**config.mk**
```make
export PLATFORM = sky130hd
export DESIGN_NAME = ceespu_video_timing
export DESIGN_NICKNAME = d
export VERILOG_FILES = /design/src/rtl/ceespu_video_pkg.sv /design/src/rtl/ceespu_delay_line.sv /design/src/rtl/ceespu_video_timing.sv
export SDC_FILE = /design/constraint.sdc
export NUM_CORES = 1
export LEC_CHECK = 0
export CELL_PAD_IN_SITES_DETAIL_PLACEMENT = 0
export CELL_PAD_IN_SITES_GLOBAL_PLACEMENT = 1
export CORE_ASPECT_RATIO = 0.9
export CORE_MARGIN = 4
export CORE_UTILIZATION = 41
export DETAILED_ROUTE_END_ITERATION = 16
export GPL_TIMING_DRIVEN = 0
export PLACE_DENSITY_LB_ADDON = 0.1
export SYNTH_ARGS = -nofsm -noshare
export SYNTH_HDL_FRONTEND = slang
export SYNTH_SLANG_ARGS = --single-unit
```
**constraint.sdc**
```tcl
create_clock -name I_pix_clk -period 5 [get_ports I_pix_clk]
set_clock_uncertainty 0.05 [all_clocks]
set_input_delay 1 -clock I_pix_clk [delete_from_list [all_inputs] [get_ports I_pix_clk]]
set_output_delay 1 -clock I_pix_clk [all_outputs]
set_load 0.005 [all_outputs]
```
**src/rtl/ceespu_video_pkg.sv**
```systemverilog
// Shared 640x480@60 raster constants for the ceespu video path.
// Counter and coordinate widths live here so the top and the bench agree.
package ceespu_video_pkg;

  localparam int unsigned H_ACTIVE = 640;
  localparam int unsigned H_FP     = 16;
  localparam int unsigned H_SYNC   = 96;
  localparam int unsigned H_BP     = 48;
  localparam int unsigned V_ACTIVE = 480;
  localparam int unsigned V_FP     = 10;
  localparam int unsigned V_SYNC   = 2;
  localparam int unsigned V_BP     = 33;

  localparam int unsigned H_TOTAL = H_ACTIVE + H_FP + H_SYNC + H_BP;
  localparam int unsigned V_TOTAL = V_ACTIVE + V_FP + V_SYNC + V_BP;

  localparam int unsigned H_SYNC_START = H_ACTIVE + H_FP;
  localparam int unsigned H_SYNC_END   = H_SYNC_START + H_SYNC;
  localparam int unsigned V_SYNC_START = V_ACTIVE + V_FP;
  localparam int unsigned V_SYNC_END   = V_SYNC_START + V_SYNC;

  localparam logic        SYNC_POL   = 1'b0;
  localparam int unsigned PIPE_DELAY = 2;

  // v_cnt reaches 524, so it needs one bit more than y
  localparam int unsigned CNT_W = 10;
  localparam int unsigned X_W   = 10;
  localparam int unsigned Y_W   = 9;

endpackage

```
**src/rtl/ceespu_delay_line.sv**
```systemverilog
// Fixed-depth register chain with a synchronous active-low clear to RST_VAL.
// Every stage is cleared together so nothing in flight survives a reset.
module ceespu_delay_line #(
  parameter int unsigned     WIDTH   = 1,
  parameter int unsigned     DEPTH   = 1,
  parameter logic [WIDTH-1:0] RST_VAL = '0
) (
  input  logic             clk,
  input  logic             rst_n,
  input  logic [WIDTH-1:0] d,
  output logic [WIDTH-1:0] q
);

  logic [WIDTH-1:0] stage [DEPTH];

  always_ff @(posedge clk) begin
    if (!rst_n) begin
      for (int unsigned i = 0; i < DEPTH; i++) stage[i] <= RST_VAL;
    end else begin
      stage[0] <= d;
      for (int unsigned i = 1; i < DEPTH; i++) stage[i] <= stage[i-1];
    end
  end

  assign q = stage[DEPTH-1];

endmodule

```
**src/rtl/ceespu_video_timing.sv**
```systemverilog
// Pixel-clock raster generator: scan coordinates for the gpu plus sync/de
// delayed to match the gpu's two-RAM-read pixel latency, and CPU status bits.
module ceespu_video_timing
  import ceespu_video_pkg::*;
#(
  parameter int unsigned H_ACTIVE   = ceespu_video_pkg::H_ACTIVE,
  parameter int unsigned H_FP       = ceespu_video_pkg::H_FP,
  parameter int unsigned H_SYNC     = ceespu_video_pkg::H_SYNC,
  parameter int unsigned H_BP       = ceespu_video_pkg::H_BP,
  parameter int unsigned V_ACTIVE   = ceespu_video_pkg::V_ACTIVE,
  parameter int unsigned V_FP       = ceespu_video_pkg::V_FP,
  parameter int unsigned V_SYNC     = ceespu_video_pkg::V_SYNC,
  parameter int unsigned V_BP       = ceespu_video_pkg::V_BP,
  parameter logic        SYNC_POL   = ceespu_video_pkg::SYNC_POL,
  parameter int unsigned PIPE_DELAY = ceespu_video_pkg::PIPE_DELAY
) (
  input  logic           I_pix_clk,
  input  logic           I_rst_n,
  output logic [X_W-1:0] x,
  output logic [Y_W-1:0] y,
  output logic           O_hsync,
  output logic           O_vsync,
  output logic           O_de,
  output logic           O_frame_start,
  output logic           O_vblank
);

  localparam logic [CNT_W-1:0] H_LAST = CNT_W'(H_ACTIVE + H_FP + H_SYNC + H_BP - 1);
  localparam logic [CNT_W-1:0] V_LAST = CNT_W'(V_ACTIVE + V_FP + V_SYNC + V_BP - 1);
  localparam logic [CNT_W-1:0] H_VIS  = CNT_W'(H_ACTIVE);
  localparam logic [CNT_W-1:0] V_VIS  = CNT_W'(V_ACTIVE);
  localparam logic [CNT_W-1:0] HS_BEG = CNT_W'(H_ACTIVE + H_FP);
  localparam logic [CNT_W-1:0] HS_FIN = CNT_W'(H_ACTIVE + H_FP + H_SYNC);
  localparam logic [CNT_W-1:0] VS_BEG = CNT_W'(V_ACTIVE + V_FP);
  localparam logic [CNT_W-1:0] VS_FIN = CNT_W'(V_ACTIVE + V_FP + V_SYNC);

  // chain order {vsync, hsync, de}; idle means syncs deasserted, de low
  localparam logic [2:0] PIPE_IDLE = {~SYNC_POL, ~SYNC_POL, 1'b0};

  logic [CNT_W-1:0] h_cnt;
  logic [CNT_W-1:0] v_cnt;
  logic             h_vis;
  logic             v_vis;
  logic             hs_raw;
  logic             vs_raw;
  logic             de_raw;
  logic [2:0]       pipe_d;
  logic [2:0]       pipe_q;

  // raster counters; v advances on the h wrap, both wrap together at the corner
  always_ff @(posedge I_pix_clk) begin
    if (!I_rst_n) begin
      h_cnt <= '0;
      v_cnt <= '0;
    end else if (h_cnt == H_LAST) begin
      h_cnt <= '0;
      v_cnt <= (v_cnt == V_LAST) ? '0 : v_cnt + CNT_W'(1);
    end else begin
      h_cnt <= h_cnt + CNT_W'(1);
    end
  end

  assign h_vis  = (h_cnt < H_VIS);
  assign v_vis  = (v_cnt < V_VIS);
  assign de_raw = h_vis && v_vis;
  assign hs_raw = (h_cnt >= HS_BEG) && (h_cnt < HS_FIN);
  assign vs_raw = (v_cnt >= VS_BEG) && (v_cnt < VS_FIN);

  assign x = h_vis ? X_W'(h_cnt) : '0;
  assign y = v_vis ? v_cnt[Y_W-1:0] : '0;

  assign O_frame_start = (h_cnt == '0) && (v_cnt == '0);
  assign O_vblank      = !v_vis;

  // polarity applied before the chain so cleared stages already read as idle
  assign pipe_d = {vs_raw ? SYNC_POL : ~SYNC_POL,
                   hs_raw ? SYNC_POL : ~SYNC_POL,
                   de_raw};

  ceespu_delay_line #(
    .WIDTH   (3),
    .DEPTH   (PIPE_DELAY),
    .RST_VAL (PIPE_IDLE)
  ) u_pipe (
    .clk   (I_pix_clk),
    .rst_n (I_rst_n),
    .d     (pipe_d),
    .q     (pipe_q)
  );

  assign {O_vsync, O_hsync, O_de} = pipe_q;

endmodule

```
==> impl_metrics.env, run 1 <==
export IMPL_met3RoutedLength_um=127
export IMPL_ys_async_sr_fraction_pct=0
export IMPL_rsz0062_at_grt="false"
export IMPL_cp_required_ps=3950
export IMPL_root_buffer="clkbuf_8"
export IMPL_worst_pin_slew_ps=604.1
export IMPL_synth_ff_type="dfxtp_1"
export IMPL_synth_compound_area_share_pct=4.174
export IMPL_synth_xor_area_share_pct=8.442
export IMPL_start_util_pct=43.31
export IMPL_max_vdd_ir_drop_mv=0.1171
export IMPL_syn_area_mm2=0.001349
export IMPL_p_leak_uw=0.0006805
export IMPL_synth_top_family_by_area="simple AND/OR/NAND/NOR gates"
export IMPL_synthAdderAreaFrac_pct=3.711
export IMPL_nets=188
export IMPL_cpPeakStageDelay_ps=560
export IMPL_pre_cts_slack_ps=1787
export IMPL_clk_path_buf_depth=2
export IMPL_clk_pin_slew_ps=90
export IMPL_grt_ovfl_total=0
export IMPL_wl_per_cell_um=12.86
export IMPL_postCtsSetupRepairBufs=0
export IMPL_critPathLaunchType="flop"
export IMPL_drt_iter0_markers=48
export IMPL_fmax_ghz=0.2839
export IMPL_ff2ff_path_depth=6
export IMPL_cts_resized=0
export IMPL_grt_start_max_net_pins=15
export IMPL_grt_pass1_vias=1075
export IMPL_critPathKind="flop to output port"
export IMPL_vias_per_cell=5.058
export IMPL_routed_top_layer="met4"
export IMPL_setup_slack_ps=1478
export IMPL_yosys_area_share_simple_pct=37.29
export IMPL_drc=0
export IMPL_wl_met2_mm=1.226
export IMPL_yosysSeqAreaShare_pct=38.59
export IMPL_dieArea_mm2=0.004273
export IMPL_routedLengthMet1_mm=1.484
export IMPL_post_route_cell_area_mm2=0.001707
export IMPL_r2r_setup_slack_ps=2920
export IMPL_hold_class="flop to flop"
export IMPL_hold_viol=0
export IMPL_syn_to_final_growth_pct=26.53
export IMPL_crit_fanout=4
export IMPL_clock_latency_ps=270
export IMPL_yosysTopAreaCellShare_pct=38.59
export IMPL_io_pins=26
export IMPL_antenna_found_initial=0
export IMPL_cpMaxStageDelayCell="clkdlybuf4s50_1"
export IMPL_diodes=0
export IMPL_crit_chain="inv_1 > ha_1 > or4b_1 > nor3_1 > nand4_1 > nor4_1 > clkdlybuf4s50_1"
export IMPL_drtPass1Iterations=4
export IMPL_routabilityCongestion=0.7719
export IMPL_die_w_um=68.46
export IMPL_fin_crit_ps=3522
export IMPL_ys_top_cells_by_count="26 x dfxtp_1, 26 x nor2_1, 14 x and2_1"
export IMPL_cts_tree="done"
export IMPL_netlist_instances=152
export IMPL_ys_types=40
export IMPL_portBuffers=25
export IMPL_core_mm2=0.003114
export IMPL_grt_usage_pct=14.94
export IMPL_timing_critical_path_arrival_ps=2470
export IMPL_antenna_left=0
export IMPL_dp_hpwl_mm=2.169
export IMPL_muxShareOfSynthArea_pct=1.484
export IMPL_drive_above_1_share_pct=9.392
export IMPL_holdBufCountCts=0
export IMPL_synth_seq_cells=26
export IMPL_cts_sinks=26
export IMPL_max_slew_margin_rel_pct=59.58
export IMPL_cap_violations=0
export IMPL_finalCritPeriodShare_pct=70.45
export IMPL_routed_wl_mm=2.868
export IMPL_synthTopCellsByArea="dfxtp_1 39%, nor2_1 7.2%, and2_1 6.5%"
export IMPL_synth_top_area_cell="dfxtp_1"
export IMPL_dpl_cell_area_mm2=0.001652
export IMPL_die_y_um=62.41
export IMPL_cts_made_buffers=3
export IMPL_synth_edf_count=0
export IMPL_drv_slew=0
export IMPL_setup_viol=0
export IMPL_p_total_uw=370.3
export IMPL_p_per_area_mw_per_mm2=217.0
export IMPL_holdPathStages=1
export IMPL_status="finished, final reports clean"
export IMPL_cts_htree_levels=1
export IMPL_grt_first_pass_wirelength_mm=5.016
export IMPL_setup_tns_final_ps=0
export IMPL_crit_path_end_kind="output port"
export IMPL_vias=1128
export IMPL_synth_nets=158
export IMPL_yosysWarnings=0
export IMPL_core_rowCount=19
export IMPL_syn_avg_cell_area_um2=8.874
export IMPL_nFillCells=298
==> worst paths after layout <==
check,start,end
max,v_cnt[0]$_SDFFE_PN0N_,O_frame_start
min,u_pipe.stage[0][1]$_SDFF_PN1_,u_pipe.stage[0][4]$_SDFF_PN1_
max reg2reg,v_cnt[0]$_SDFFE_PN0N_,v_cnt[4]$_SDFFE_PN0N_
min reg2reg,u_pipe.stage[0][1]$_SDFF_PN1_,u_pipe.stage[0][4]$_SDFF_PN1_
==> through the flow <==
stage                     util, %  cells  hold WS, ps
after floorplan                 -    152        336.3
after detailed placement    53.03    219        350.2
after CTS                   54.80    223        372.7
after global routing        54.80    223        381.4
final                       54.80    223        364.4
after global placement      53.03    219        339.8
==> metal layers <==
layer	track usage (%)	up-vias
met5	0	-
met4	4.467	0
met3	3.237	4
met2	22.05	25
met1	21.42	519
li1	-	580
==> layout by cell type (no fill, tap or decap), types with 2 or more instances in the layout <==
cell type / instances
a21oi_1: 3
and2_1: 14
and3_1: 5
buf_6: 2
clkbuf_8: 5
clkdlybuf4s50_1: 25
dfxtp_1: 26
ha_1: 4
inv_1: 6
mux2i_1: 2
nand2_1: 7
nand2b_1: 2
nand3_1: 3
nand3_2: 2
nand4_1: 6
nor2_1: 26
nor2b_1: 2
nor3_1: 3
nor4_1: 3
o21ai_1: 2
or3_1: 2
xnor2_1: 8
xor2_1: 5
==> kinds of logic (layout without fill, tap and decap cells) <==
logic type,after synthesis,in the layout
DFF,26,26
adders and majority gates,4,4
AOI/OAI and AO/OA,8,8
xor gates and xnor gates,13,13
buffers and inverters,12,41
and+or+nand+nor,87,87
muxes,2,2
==> critical path, delay by kind of cell (launching register included) <==
family,cells,cell delay [ps]
adder cells (fa/ha/maj),1,160
buffers and inverters,2,680
flip-flops,1,340
AND/OR/NAND/NOR,4,1020
==> flip-flops by register name, indices dropped and copies added, names as in the netlist <==
signal / cells
h_cnt: 10
v_cnt: 10
u_pipe.stage: 6
==> where the power goes <==
part | internal [uW] | leakage (uW) | switching (uW) | total, uW
clock network | 70.4 | 0.0000288 | 66.1 | 136
registers | 210 | 0.000211 | 3.08 | 213
logic | 11.6 | 0.000441 | 9.34 | 20.9
==> cell type report <==
type / count / area [um^2] / share of cell area [%]
clock buffer: 4 / 55.05 / 3.226
tap: 42 / 52.55 / 3.079
inverter: 7 / 26.28 / 1.540
buffer: 5 / 58.81 / 3.446
sequential: 26 / 520.5 / 30.50
multi-input combinational: 114 / 743.2 / 43.55
timing repair buffer: 25 / 250.2 / 14.66
Power figures use the tool's default switching activity.
==> run 2, diff against run 1 <==
Settings changed: CORE_UTILIZATION 41 to 38.
Clock period 5 ns to 3.4 ns, I/O delays scaled along.
==> run 2 against run 1 <==
  * Combinational power is 52% higher
  * Non-clock buffer count stayed put
  * Global-route usage down 1.1 points
  * Power is 38% higher
  * Critical path depth stayed put
  * Critical endpoint unchanged
==> impl_metrics.env, run 2 (synthesis results as in run 1) <==
export IMPL_status="finished, final reports clean"
export IMPL_die_w_um=70.80
export IMPL_vias_per_cell=4.946
export IMPL_critPathKind="flop to output port"
export IMPL_grt_ovfl_total=0
export IMPL_io_pins=26
export IMPL_pwr_share_comb_pct=6.2
export IMPL_antenna_found_initial=0
export IMPL_drc=0
export IMPL_clk_path_buf_depth=2
export IMPL_startpoint="v_cnt[0]$_SDFFE_PN0N_"
export IMPL_antenna_left=0
export IMPL_crit_fanout=4
export IMPL_cp_required_ps=2670
export IMPL_pwr_share_seq_pct=61.3
export IMPL_cpPeakStageDelay_ps=540
export IMPL_min_delay_start="u_pipe.stage[0][1]$_SDFF_PN1_"
export IMPL_drv_slew=0
export IMPL_drive_above_1_share_pct=9.444
export IMPL_postCtsSetupRepairBufs=0
export IMPL_die_y_um=64.52
export IMPL_setup_viol=0
export IMPL_p_per_area_mw_per_mm2=300.3
export IMPL_p_total_uw=510.9
export IMPL_grt_usage_pct=13.83
export IMPL_routabilityCongestion=0.7579
export IMPL_dp_hpwl_mm=2.211
export IMPL_grt_start_max_net_pins=14
export IMPL_routed_wl_mm=2.921
export IMPL_max_vdd_ir_drop_mv=0.2407
export IMPL_top_regs="h_cnt x10, v_cnt x10, u_pipe.stage x6"
export IMPL_portBuffers=25
export IMPL_root_buffer="clkbuf_8"
export IMPL_power_share_switching_pct=20.67
export IMPL_critPathLaunchType="flop"
export IMPL_grt_pass1_vias=1060
export IMPL_crit_path_end_kind="output port"
export IMPL_power_switching_uw=105.6
export IMPL_fin_crit_ps=3216
export IMPL_worst_pin_slew_ps=681.9
export IMPL_cts_htree_levels=1
export IMPL_wl_per_cell_um=13.04
export IMPL_crit_chain="inv_1 > ha_1 > or4b_1 > nor3_1 > nand4_1 > nor4_2 > clkdlybuf4s50_1"
export IMPL_diodes=0
export IMPL_drt_iter0_markers=32
export IMPL_clk_pin_slew_ps=80
export IMPL_max_slew_margin_rel_pct=54.38
export IMPL_finalCritPeriodShare_pct=94.60
export IMPL_dieArea_mm2=0.004568
export IMPL_cts_tree="done"
export IMPL_nets=188
export IMPL_intPower_uw=405.3
export IMPL_vias=1108
export IMPL_hold_viol=0
export IMPL_mostFrequentLayoutCells="26 x nor2_1, 26 x dfxtp_1, 25 x clkdlybuf4s50_1"
export IMPL_cap_violations=0
export IMPL_cpMaxStageDelayCell="clkdlybuf4s50_1"
export IMPL_core_mm2=0.003403
export IMPL_start_util_pct=39.63
export IMPL_nFillCells=355
export IMPL_drtPass1Iterations=4
export IMPL_hold_worst_slack_ps=361.1
export IMPL_cts_made_buffers=3
export IMPL_rsz0062_at_grt="false"
export IMPL_timing_critical_path_arrival_ps=2490
export IMPL_p_clk_share_pct=32.5
export IMPL_clock_latency_ps=260
export IMPL_cts_resized=0
export IMPL_grt_first_pass_wirelength_mm=5.030
export IMPL_cts_sinks=26
export IMPL_r2r_start="v_cnt[0]$_SDFFE_PN0N_"
export IMPL_fmax_ghz=0.3109
export IMPL_syn_to_final_growth_pct=26.16
export IMPL_p_leak_uw=0.0006748
export IMPL_hold_class="flop to flop"
export IMPL_fin_util_pct=50.00
export IMPL_core_rowCount=20
export IMPL_setup_tns_final_ps=0
export IMPL_holdBufCountCts=0
-- run 2: changes by cell type in the layout (fill, tap and decap cells not counted) --
cell / change
nor4_1: -1
nor4_2: +1
clkbuf_8: -1
-- run 2: final cells by class --
type,count,area [um^2],share of cell area (%)
timing repair buffer,25,250.2,14.71
clock buffer,3,41.29,2.426
inverter,7,26.28,1.544
multi-input combinational,114,749.5,44.04
sequential,26,520.5,30.59
tap,44,55.05,3.235
buffer,5,58.81,3.456
-- run 2: per-layer routing --
metal | part of all wire (%) | vias up | track usage, %
met4 | 0.92 | 0 | 3.521
met2 | 45 | 21 | 22.22
met5 | 0 | - | 0
met1 | 49 | 512 | 18.28
li1 | - | 571 | -
met3 | 5.3 | 4 | 3.876
-- run 2: metrics by stage --
stage | instances | setup WS [ps] | instance area [um^2]
2_1_floorplan | 152 | 1184 | 1349
3_3_place_gp | 221 | 461.2 | 1654
3_5_place_dp | 221 | 408.9 | 1654
4_1_cts | 224 | 106.0 | 1695
5_1_grt | 224 | 27.78 | 1702
6_report | 224 | 183.7 | 1702
-- run 2: critical path: cells and delay by family (launching register included) --
| family | cells | cell delay (ps) |
|---|---|---|
| and+or+nand+nor | 4 | 1060 |
| buffers and inverters | 2 | 650 |
| DFF | 1 | 340 |
| adders and majority gates | 1 | 170 |
-- run 2: worst paths after layout --
kind,to,slack (ps),cells past startpoint
worst max-delay path,O_frame_start,180,7
worst min-delay path,u_pipe.stage[0][4]$_SDFF_PN1_,360,1
worst min register to register,u_pipe.stage[0][4]$_SDFF_PN1_,360,1
worst max register to register,v_cnt[0]$_SDFFE_PN0N_,1310,6
-- run 2: power groups by stage --
stage          logic, uW  clock network [uW]  registers (uW)
3_3_place_gp        31.0                   0             320
6_report            31.8                 166             313
3_5_place_dp        31.4                   0             321
4_1_cts             31.5                 175             313
2_1_floorplan       14.0                   0             319
5_1_grt             34.9                 189             315
